--- src/rtl/mem_port_arbiter.sv ---
// -----------------------------------------------------------------------------
// mem_port_arbiter
//
// Purpose:
//   Shares a single 64-bit memory port between the instruction-fetch side
//   (32-bit, read-only) and the data side (64-bit load/store) of the core.
//   Requests are serialised through a four-state FSM
//   (IDLE -> SERVE_I | SERVE_D -> RESP -> IDLE). While an access is in
//   flight, the memory-side signals come only from registers latched at grant
//   time, so they stay stable until mem_ready. Each access completes with a
//   one-cycle ready pulse to the side that was served, and the read data is
//   registered.
//
//   The D side has priority. A starvation counter tracks consecutive D grants
//   made while a fetch is waiting. Once STARVE_MAX such grants have happened,
//   the next grant goes to the I side.
//
// Ports:
//   clk        clock, everything on the rising edge
//   rst        synchronous, active-high reset (aborts any access in flight)
//   i_req      fetch request, held high until i_ready
//   i_addr     fetch word address
//   i_rdata    fetched 32-bit word, valid while i_ready=1
//   i_ready    one-cycle fetch completion pulse
//   d_req      data request, held high until d_ready
//   d_wen      1 = store, 0 = load
//   d_addr     data word address
//   d_wdata    store data
//   d_rdata    load data, valid while d_ready=1
//   d_ready    one-cycle data completion pulse
//   mem_cen    memory access enable (high only in SERVE_I / SERVE_D)
//   mem_wen    memory write enable (never high for a fetch)
//   mem_addr   memory word address
//   mem_wdata  memory write data
//   mem_rdata  memory read data, valid with mem_ready
//   mem_ready  memory completion, may take any number of cycles
// -----------------------------------------------------------------------------
module mem_port_arbiter #(
  parameter int ADDR_W     = 30,
  parameter int DATA_W     = 64,
  parameter int STARVE_MAX = 4
) (
  input  logic              clk,
  input  logic              rst,

  input  logic              i_req,
  input  logic [ADDR_W-1:0] i_addr,
  output logic [31:0]       i_rdata,
  output logic              i_ready,

  input  logic              d_req,
  input  logic              d_wen,
  input  logic [ADDR_W-1:0] d_addr,
  input  logic [DATA_W-1:0] d_wdata,
  output logic [DATA_W-1:0] d_rdata,
  output logic              d_ready,

  output logic              mem_cen,
  output logic              mem_wen,
  output logic [ADDR_W-1:0] mem_addr,
  output logic [DATA_W-1:0] mem_wdata,
  input  logic [DATA_W-1:0] mem_rdata,
  input  logic              mem_ready
);

  // The counter must be able to hold the value STARVE_MAX itself.
  localparam int              CNT_W      = $clog2(STARVE_MAX + 1);
  localparam logic [CNT_W-1:0] STARVE_LIM = CNT_W'(STARVE_MAX);
  localparam logic [CNT_W-1:0] CNT_ONE    = CNT_W'(1);

  typedef enum logic [1:0] {
    IDLE    = 2'd0,
    SERVE_I = 2'd1,
    SERVE_D = 2'd2,
    RESP    = 2'd3
  } state_t;

  state_t             state;
  state_t             state_next;

  logic               grant_i;
  logic               grant_d;
  logic               in_serve;
  logic               i_forced;

  logic [ADDR_W-1:0]  addr_q;
  logic               wen_q;
  logic [DATA_W-1:0]  wdata_q;
  logic [DATA_W-1:0]  rdata_q;
  logic               served_d;
  logic [CNT_W-1:0]   starve_cnt;

  // Both serving states drive the memory. Factoring this out keeps the
  // capture and output logic from repeating the state comparison.
  assign in_serve = (state == SERVE_I) || (state == SERVE_D);

  // The fetch side wins over a pending data request only when the D side has
  // already been granted STARVE_MAX times in a row while the fetch waited.
  assign i_forced = i_req && (starve_cnt == STARVE_LIM);

  // State register. Reset also cancels an access in flight: the FSM goes back
  // to IDLE, so mem_cen drops on the next cycle and no ready pulse is issued.
  always_ff @(posedge clk) begin
    if (rst) begin
      state <= IDLE;
    end else begin
      state <= state_next;
    end
  end

  // Next-state and grant decode. Requests are looked at only in IDLE. Once
  // an access starts, the FSM waits only for mem_ready. In RESP the FSM
  // always returns to IDLE, so a request that is still held high is
  // arbitrated again as a fresh request.
  always_comb begin
    state_next = state;
    grant_i    = 1'b0;
    grant_d    = 1'b0;
    case (state)
      IDLE: begin
        if (d_req && !i_forced) begin
          grant_d    = 1'b1;
          state_next = SERVE_D;
        end else if (i_req) begin
          grant_i    = 1'b1;
          state_next = SERVE_I;
        end
      end
      SERVE_I, SERVE_D: begin
        if (mem_ready) begin
          state_next = RESP;
        end
      end
      RESP: begin
        state_next = IDLE;
      end
      default: begin
        state_next = IDLE;
      end
    endcase
  end

  // Request capture at grant time. From here until the access finishes, the
  // memory side sees only these registers, so any change on the request
  // inputs mid-access has no effect. A fetch always latches wen=0.
  // served_d records which side gets the RESP pulse.
  always_ff @(posedge clk) begin
    if (rst) begin
      addr_q   <= '0;
      wen_q    <= 1'b0;
      wdata_q  <= '0;
      served_d <= 1'b0;
    end else if (grant_d) begin
      addr_q   <= d_addr;
      wen_q    <= d_wen;
      wdata_q  <= d_wdata;
      served_d <= 1'b1;
    end else if (grant_i) begin
      addr_q   <= i_addr;
      wen_q    <= 1'b0;
      served_d <= 1'b0;
    end
  end

  // Read data is taken from the memory only in the cycle it completes an
  // access. A stray mem_ready in IDLE or RESP is ignored, so the captured
  // word stays stable through the RESP cycle.
  always_ff @(posedge clk) begin
    if (rst) begin
      rdata_q <= '0;
    end else if (in_serve && mem_ready) begin
      rdata_q <= mem_rdata;
    end
  end

  // Starvation counter:
  //   - counts D grants made while a fetch is pending, saturating at the limit;
  //   - clears on any I grant;
  //   - clears on a D grant when no fetch is waiting, because the streak is
  //     then broken.
  always_ff @(posedge clk) begin
    if (rst) begin
      starve_cnt <= '0;
    end else if (grant_i) begin
      starve_cnt <= '0;
    end else if (grant_d) begin
      if (!i_req) begin
        starve_cnt <= '0;
      end else if (starve_cnt != STARVE_LIM) begin
        starve_cnt <= starve_cnt + CNT_ONE;
      end
    end
  end

  // Output decode:
  //   - mem_cen is high only in the serving states.
  //   - mem_wen needs both a serving state and a latched store, so a fetch
  //     can never write.
  //   - The ready pulse goes only to the side recorded at grant time.
  //   - The latched address LSB selects which half of the 64-bit memory word
  //     a fetch returns.
  always_comb begin
    mem_cen   = in_serve;
    mem_wen   = (state == SERVE_D) && wen_q;
    mem_addr  = addr_q;
    mem_wdata = wdata_q;
    i_ready   = (state == RESP) && !served_d;
    d_ready   = (state == RESP) && served_d;
    d_rdata   = rdata_q;
    i_rdata   = addr_q[0] ? rdata_q[32 +: 32] : rdata_q[0 +: 32];
  end

endmodule

--- config.mk ---
export PLATFORM = sky130hd
export DESIGN_NAME = mem_port_arbiter
export DESIGN_NICKNAME = d
export VERILOG_FILES = /design/src/rtl/mem_port_arbiter.sv
export SDC_FILE = /design/constraint.sdc
export NUM_CORES = 1
export LEC_CHECK = 0
export CORE_AREA = 2 2 154 156
export CTS_CLUSTER_SIZE = 14
export DETAILED_ROUTE_END_ITERATION = 10
export DIE_AREA = 0 0 156 158
export PLACE_DENSITY = 0.68
export SLEW_MARGIN = 20
export SYNTH_ARGS = -nofsm -noshare
export SYNTH_HDL_FRONTEND = slang
export SYNTH_SLANG_ARGS = --single-unit
--- constraint.sdc ---
create_clock -name clk -period 1.4 [get_ports clk]
set_input_delay 0.35 -clock clk [delete_from_list [all_inputs] [get_ports clk]]
set_output_delay 0.35 -clock clk [all_outputs]
set_load 0.05 [all_outputs]
==> impl_metrics.yaml <==
outcome:
  status: "complete, but fails checks"
  violations: "negative setup slack"
critical_path:
  cp.arrival_ns: 1.59
  cp_num_buf_inv: 2
  cp-end-kind: "output pin"
  cpPeakStageDelay_ns: 0.47
  crit_chain: "buf_12, mux2_4, buf_12"
  cp_top_family: "flip-flops"
  path_class: "flip-flop to output pin"
  cp.required_ns: 1.05
  worstSetupStartpointType: "flip-flop"
  crit_slowest_cell: "dfxtp_4"
  crit_top_cell: "buf_12"
  path_max_fanout: 10
clock_tree:
  numCtsBuffers: 17
  clkTransAtPathRegs_ns: 0.08
  tritoncts: "built"
  htree_num_levels: 4
  clockRootBuffer: "clkbuf_16"
  clockBufferDepth: 2
  clock_latency_ns: 0.45
  clock-sinks: 165
sta:
  hold_violations: 0
  tightestPinTransition_ns: 0.547
  timing.final.ws_setup_ns: -0.539
  slew_headroom: 0.635
  rsz0062_at_grt: "true"
  final_max_slew_viol_count: 0
  setup_viol: 229
  post-route-min-period_ns: 1.94
  finalSetupTns_ns: -48.71
  period_share: 1.38
  fmax_mhz: 516
  finalClockSkew_ns: 0.0150
synth:
  async_flop_share: 0
  synth-seq-cells: 165
  synth_edf_count: 0
  postSynthCellCount: 834
  synthFlopType: "dfxtp_1"
  ys_seq_area_frac: 0.484
  synth.avg_cell_area_um2: 8.19
  ys_warn_count: 0
  syn_nets: 1033
  ys_types: 36
  syn_area_um2: 6830
finish:
  postLayoutCellArea_um2: 18800
  fin_nets: 1513
  layout_commonest_cell: "buf_12"
  final_util: 0.817
  layout_common_cells: "buf_12, clkdlybuf4s50_1, dfxtp_1"
  layout-drive-gt1-share: 0.661
  syn_to_final_growth_pct: 176
floorplanning:
  fp.dieH_um: 158
  start_util: 0.296
  num_io_pins: 388
  die-area_um2: 24600
  rows: 56
  die_w_um: 156
  core-area_um2: 23100
detailed_routing:
  wire_per_inst_um: 26.6
  drt_iter0_drc: 518
  finalWirelength_um: 43100
  viasPerCell: 5.55
  vias: 8994
  dr.pass1.iters: 7
  remaining_drc_errors: 0
  final_antenna_net_count: 0
placement:
  dpl_cell_area_um2: 13500
  gp_congestion: 0.832
  place.detailed.hpwl_um: 19700
  port_buffers: 387
global_routing:
  grt_max_degree: 76
  grt_usage: 0.265
  grt_overflow_total: 0
  grt_pass1_wl_um: 50100
  grt_antenna_before_repair: 5
  grt_pass1_vias: 8844
pwr:
  ir_drop_uv: 1130
  leakage_nw: 7.09
  power_density_nw_per_um2: 1970
job:
  cap_violations: 0
hold_path:
  hp-class: "input port to flip-flop"
==> per-stage QoR <==
step	power [mW]	std cells	setup WS [ns]	hold slack [ns]
after CTS	31.9	1590	-0.541	0.138
final	37.1	1620	-0.539	0.156
after global placement	23.4	1485	-0.474	0.464
after floorplan	15.4	834	-0.103	0.446
after detailed placement	23.6	1485	-0.511	0.483
after global routing	38.0	1620	-0.563	0.154
==> routing by layer <==
metal | up-vias | part of all wire | global-route usage
li1 | 3932 | - | -
met1 | 4422 | 0.35 | 0.283
met2 | 491 | 0.53 | 0.479
met3 | 147 | 0.073 | 0.0799
met4 | 2 | 0.055 | 0.124
met5 | - | 0.00033 | 0
==> power breakdown <==
group	switching, mW	leakage [nW]	internal, mW
clock	2.31	0.273	2.37
sequential	1.68	1.37	5.88
combinational	12.6	5.45	12.2
total	16.6	7.09	20.5
==> final cells by class <==
cell class | count | area (um^2)
Timing Repair Buffer | 543 | 8610
Multi-Input combinational cell | 581 | 5910
Fill cell | 1060 | 4230
Sequential cell | 165 | 3350
Clock buffer | 18 | 439
Tap cell | 290 | 363
Clock inverter | 13 | 114
Inverter | 6 | 25.0
Antenna cell | 4 | 10.0
==> registers in the layout (all words and copies together), names as in the netlist <==
signal and flops:
served_d 1, state 2, starve_cnt 3, mem_addr 30, d_rdata 64, wen_q 1
mem_wdata 64
==> cells by family after synthesis <==
family	after synthesis	share of synthesized area
adder cells (fa/ha/maj)	5	0.00916
AND/OR/NAND/NOR	245	0.156
AO/OA/AOI/OAI	295	0.233
multiplexers	33	0.0542
buffers and inverters	91	0.0641
flip-flops	165	0.484
==> worst reg2reg max path: cells and delay by family (launching register included) <==
kind / cells / cell delay (ns)
AO/OA/AOI/OAI: 2 / 0.35
adder cells (fa/ha/maj): 1 / 0.19
buffers and inverters: 4 / 0.59
flip-flops: 1 / 0.35
AND/OR/NAND/NOR: 1 / 0.10
==> Yosys cell counts (3+ instances only) <==
cell type  instances  area [um^2]
clkbuf_1          42          158
buf_2             28          140
mux2_2            32          360
nand3_1           82          410
buf_6              4         45.0
a311oi_1          18          158
o21ai_1            6         30.0
ha_1               5         62.6
a21oi_1          145          726
nor2_1            19         71.3
inv_1              6         22.5
dfxtp_1          165         3300
o21ai_0          105          526
clkbuf_2           4         20.0
buf_4              6         45.0
nand2_1          131          492
a31oi_1           12         75.1
and2_1             3         18.8
==> path summary, 6_finish.rpt <==
check | cells after the start | start | slack [ns] | to
max | 3 | mem_addr[0]$_SDFFE_PP0P_ | -0.54 | i_rdata[4]
min | 2 | rst | 0.16 | state[0]$_SDFFE_PP0P_
max reg2reg | 8 | state[1]$_SDFFE_PP0P_ | -0.32 | mem_wdata[41]$_SDFFE_PP0P_
min reg2reg | 2 | d_rdata[4]$_SDFFE_PP0P_ | 0.49 | d_rdata[4]$_SDFFE_PP0P_
==> what timing repair did <==
item,in CTS,in global routing
gates cloned,31,25
resized for setup,284,519
setup buffers,43,10
pin swaps,120,256
endpoints found under the setup margin,126,225
hold buffers,0,0
Note: power is estimated with default switching activity, not from simulation.
==> RTL change (same flow settings) <==
`ADDR_W`: 30 -> 15.
--- a/src/rtl/mem_port_arbiter.sv
+++ b/src/rtl/mem_port_arbiter.sv
@@ -36,7 +36,7 @@
 //   mem_ready  memory completion, may take any number of cycles
 // -----------------------------------------------------------------------------
 module mem_port_arbiter #(
-  parameter int ADDR_W     = 30,
+  parameter int ADDR_W     = 15,
   parameter int DATA_W     = 64,
   parameter int STARVE_MAX = 4
 ) (
Interface: changed (resized d_addr, i_addr and mem_addr); port bits go from 388 to 343. The function was not compared with the original's and may differ.
==> RTL change against the original RTL <==
The flow still finishes with violations (negative setup slack). Area after synthesis shrank 10%. First-iteration DRC count shrank 30%. Clock skew shrank 0.0024 ns. Sequential cell count shrank 15. Setup slack gained 0.082 ns. Cell area shrank 18%. Total power shrank 17%. Wire length shrank 29%. Critical endpoint is now i_rdata[0]. Largest power group unchanged.
==> RTL change: results (changes against the original RTL) <==
[timing]
fin_skew_ns=0.01262  ; -0.002400 ns
setup_viol=181  ; -21%
slew-limit-headroom=0.6098  ; -0.02540
layout_setup_ws_ns=-0.4562  ; +0.08238 ns
fin_tns_setup_ns=-27.65  ; +21.06 ns

[drt]
drt-total-wl_mm=30.36  ; -29%
vias=7459  ; -17%
wl_met2_mm=16.00  ; -29%
drt-met1-wl_mm=11.16  ; -25%
top_layer=met4
firstDrtPassIters=5  ; -2
drtIter0Drc=363  ; -30%

[setup_path]
crit_fanout=11  ; +1
slowest_delay_ns=0.41  ; -0.06 ns
r2r_slack_ns=-0.21  ; +0.11 ns
arrival_ns=1.51  ; -0.08 ns
critical-path-top-delay-family=flip-flops

[synthesis]
netlist_top_cells_area=dfxtp_1 49%, a21oi_1 12%, nand2_1 8.0%
synth-compound-area-share=0.2271  ; -0.005961
synth-seq-area-share=0.4889  ; +0.005116
synth-adder-area-share=0.01019  ; +0.001023
yosysUniqueCellTypes=39  ; +8.3%
syn_nets=915  ; -11%
synthTopCellsByCount=150 x dfxtp_1, 145 x a21oi_1, 131 x nand2_1, 74 x o21ai_0, 67 x nand3_1
synthArstFlopShare=0  ; unchanged
synthMuxAreaShare=0.06030  ; +0.006055

[grt]
gr-usage-met1=0.2239  ; -0.05943
grtUsageTotal=0.1940  ; -0.07088
antenna_found_initial=0  ; -5
grt_pass1_wl_mm=37.32  ; -25%
grt_pass1_vias=6782  ; -23%
gr-usage-met2=0.3352  ; -0.1439
grt.met3_usage=0.06871  ; -0.01122

[final_layout]
n_fill_cell=1623  ; +53%
fin_nets=1331  ; -12%
fin_area_um2=15440  ; -18%
diodes=0  ; -4
drive_gt1_frac=0.5566  ; -0.1040

[place]
dp_hpwl_mm=17.00  ; -14%
gp_congestion=0.7739  ; -6.9%
post-place-ws_ns=-0.4533  ; +0.05800 ns
portBuffers=342  ; -12%
placed_area_um2=12060  ; -11%

[clock_network]
numCtsBuffers=17  ; unchanged
insertion_delay_ns=0.41  ; -0.04 ns
clockRootBuffer=clkbuf_16

[status]
status=complete, but fails checks
violations=negative setup slack

[pwr]
p_leak_nw=5.881  ; -17%
vdd_drop_max_mv=0.9368  ; -17%

[RTL change: cell types whose count changed after synthesis, sizes merged, moves of 12 or more]
| cell | change |
|---|---|
| clkbuf | -12 |
| nor2 | -15 |
| nand3 | -15 |
| o21ai | -15 |
| a311oi | -15 |
| dfxtp | -15 |
[RTL change: logic make-up after synthesis]
kind of cell,after synthesis
AOI/OAI and AO/OA,265
and+or+nand+nor,215
DFF,150
buffers and inverters,78
muxes,33
adders and majority gates,5
[RTL change: where the power goes]
group | switching [W] | internal, W | total, W
logic | 0.00960 | 0.00955 | 0.0191
clock network | 0.00213 | 0.00290 | 0.00503
registers | 0.00120 | 0.00525 | 0.00645
[RTL change: through the flow]
| step | hold slack (ns) | cells |
|---|---|---|
| 3_3_place_gp | 0.4743 | 1361 |
| 4_1_cts | 0.1576 | 1409 |
| 3_5_place_dp | 0.4874 | 1361 |
| 2_1_floorplan | 0.4455 | 746 |
| 5_1_grt | 0.1740 | 1465 |
| 6_report | 0.1849 | 1465 |
[RTL change: cell type report]
type                    instances  area share
multi-input cells             520      0.2826
clock inverters                15     0.01313
flip-flops and latches        150      0.1959
clock buffers                  17     0.02755
inverters                       6    0.001621
repair buffers                467      0.4557
well taps                     290     0.02350
[RTL change: final timing paths]
check                              startpoint  cells past startpoint       endpoint
worst max-delay path              mem_addr[0]                      3     i_rdata[0]
worst min-delay path                      rst                      2       state[0]
worst max register to register       state[0]                      8    d_rdata[52]
worst min register to register  mem_wdata[51]                      2  mem_wdata[51]
[RTL change: timing repair]
| action | 4_1_cts | 5_1_grt |
|---|---|---|
| resized for setup | 61 | 411 |
| endpoints found under the setup margin | 123 | 184 |
| hold buffers | 0 | 0 |
| gates cloned | 6 | 26 |
| buffers inserted | 10 | 34 |
| pin swaps | 10 | 173 |
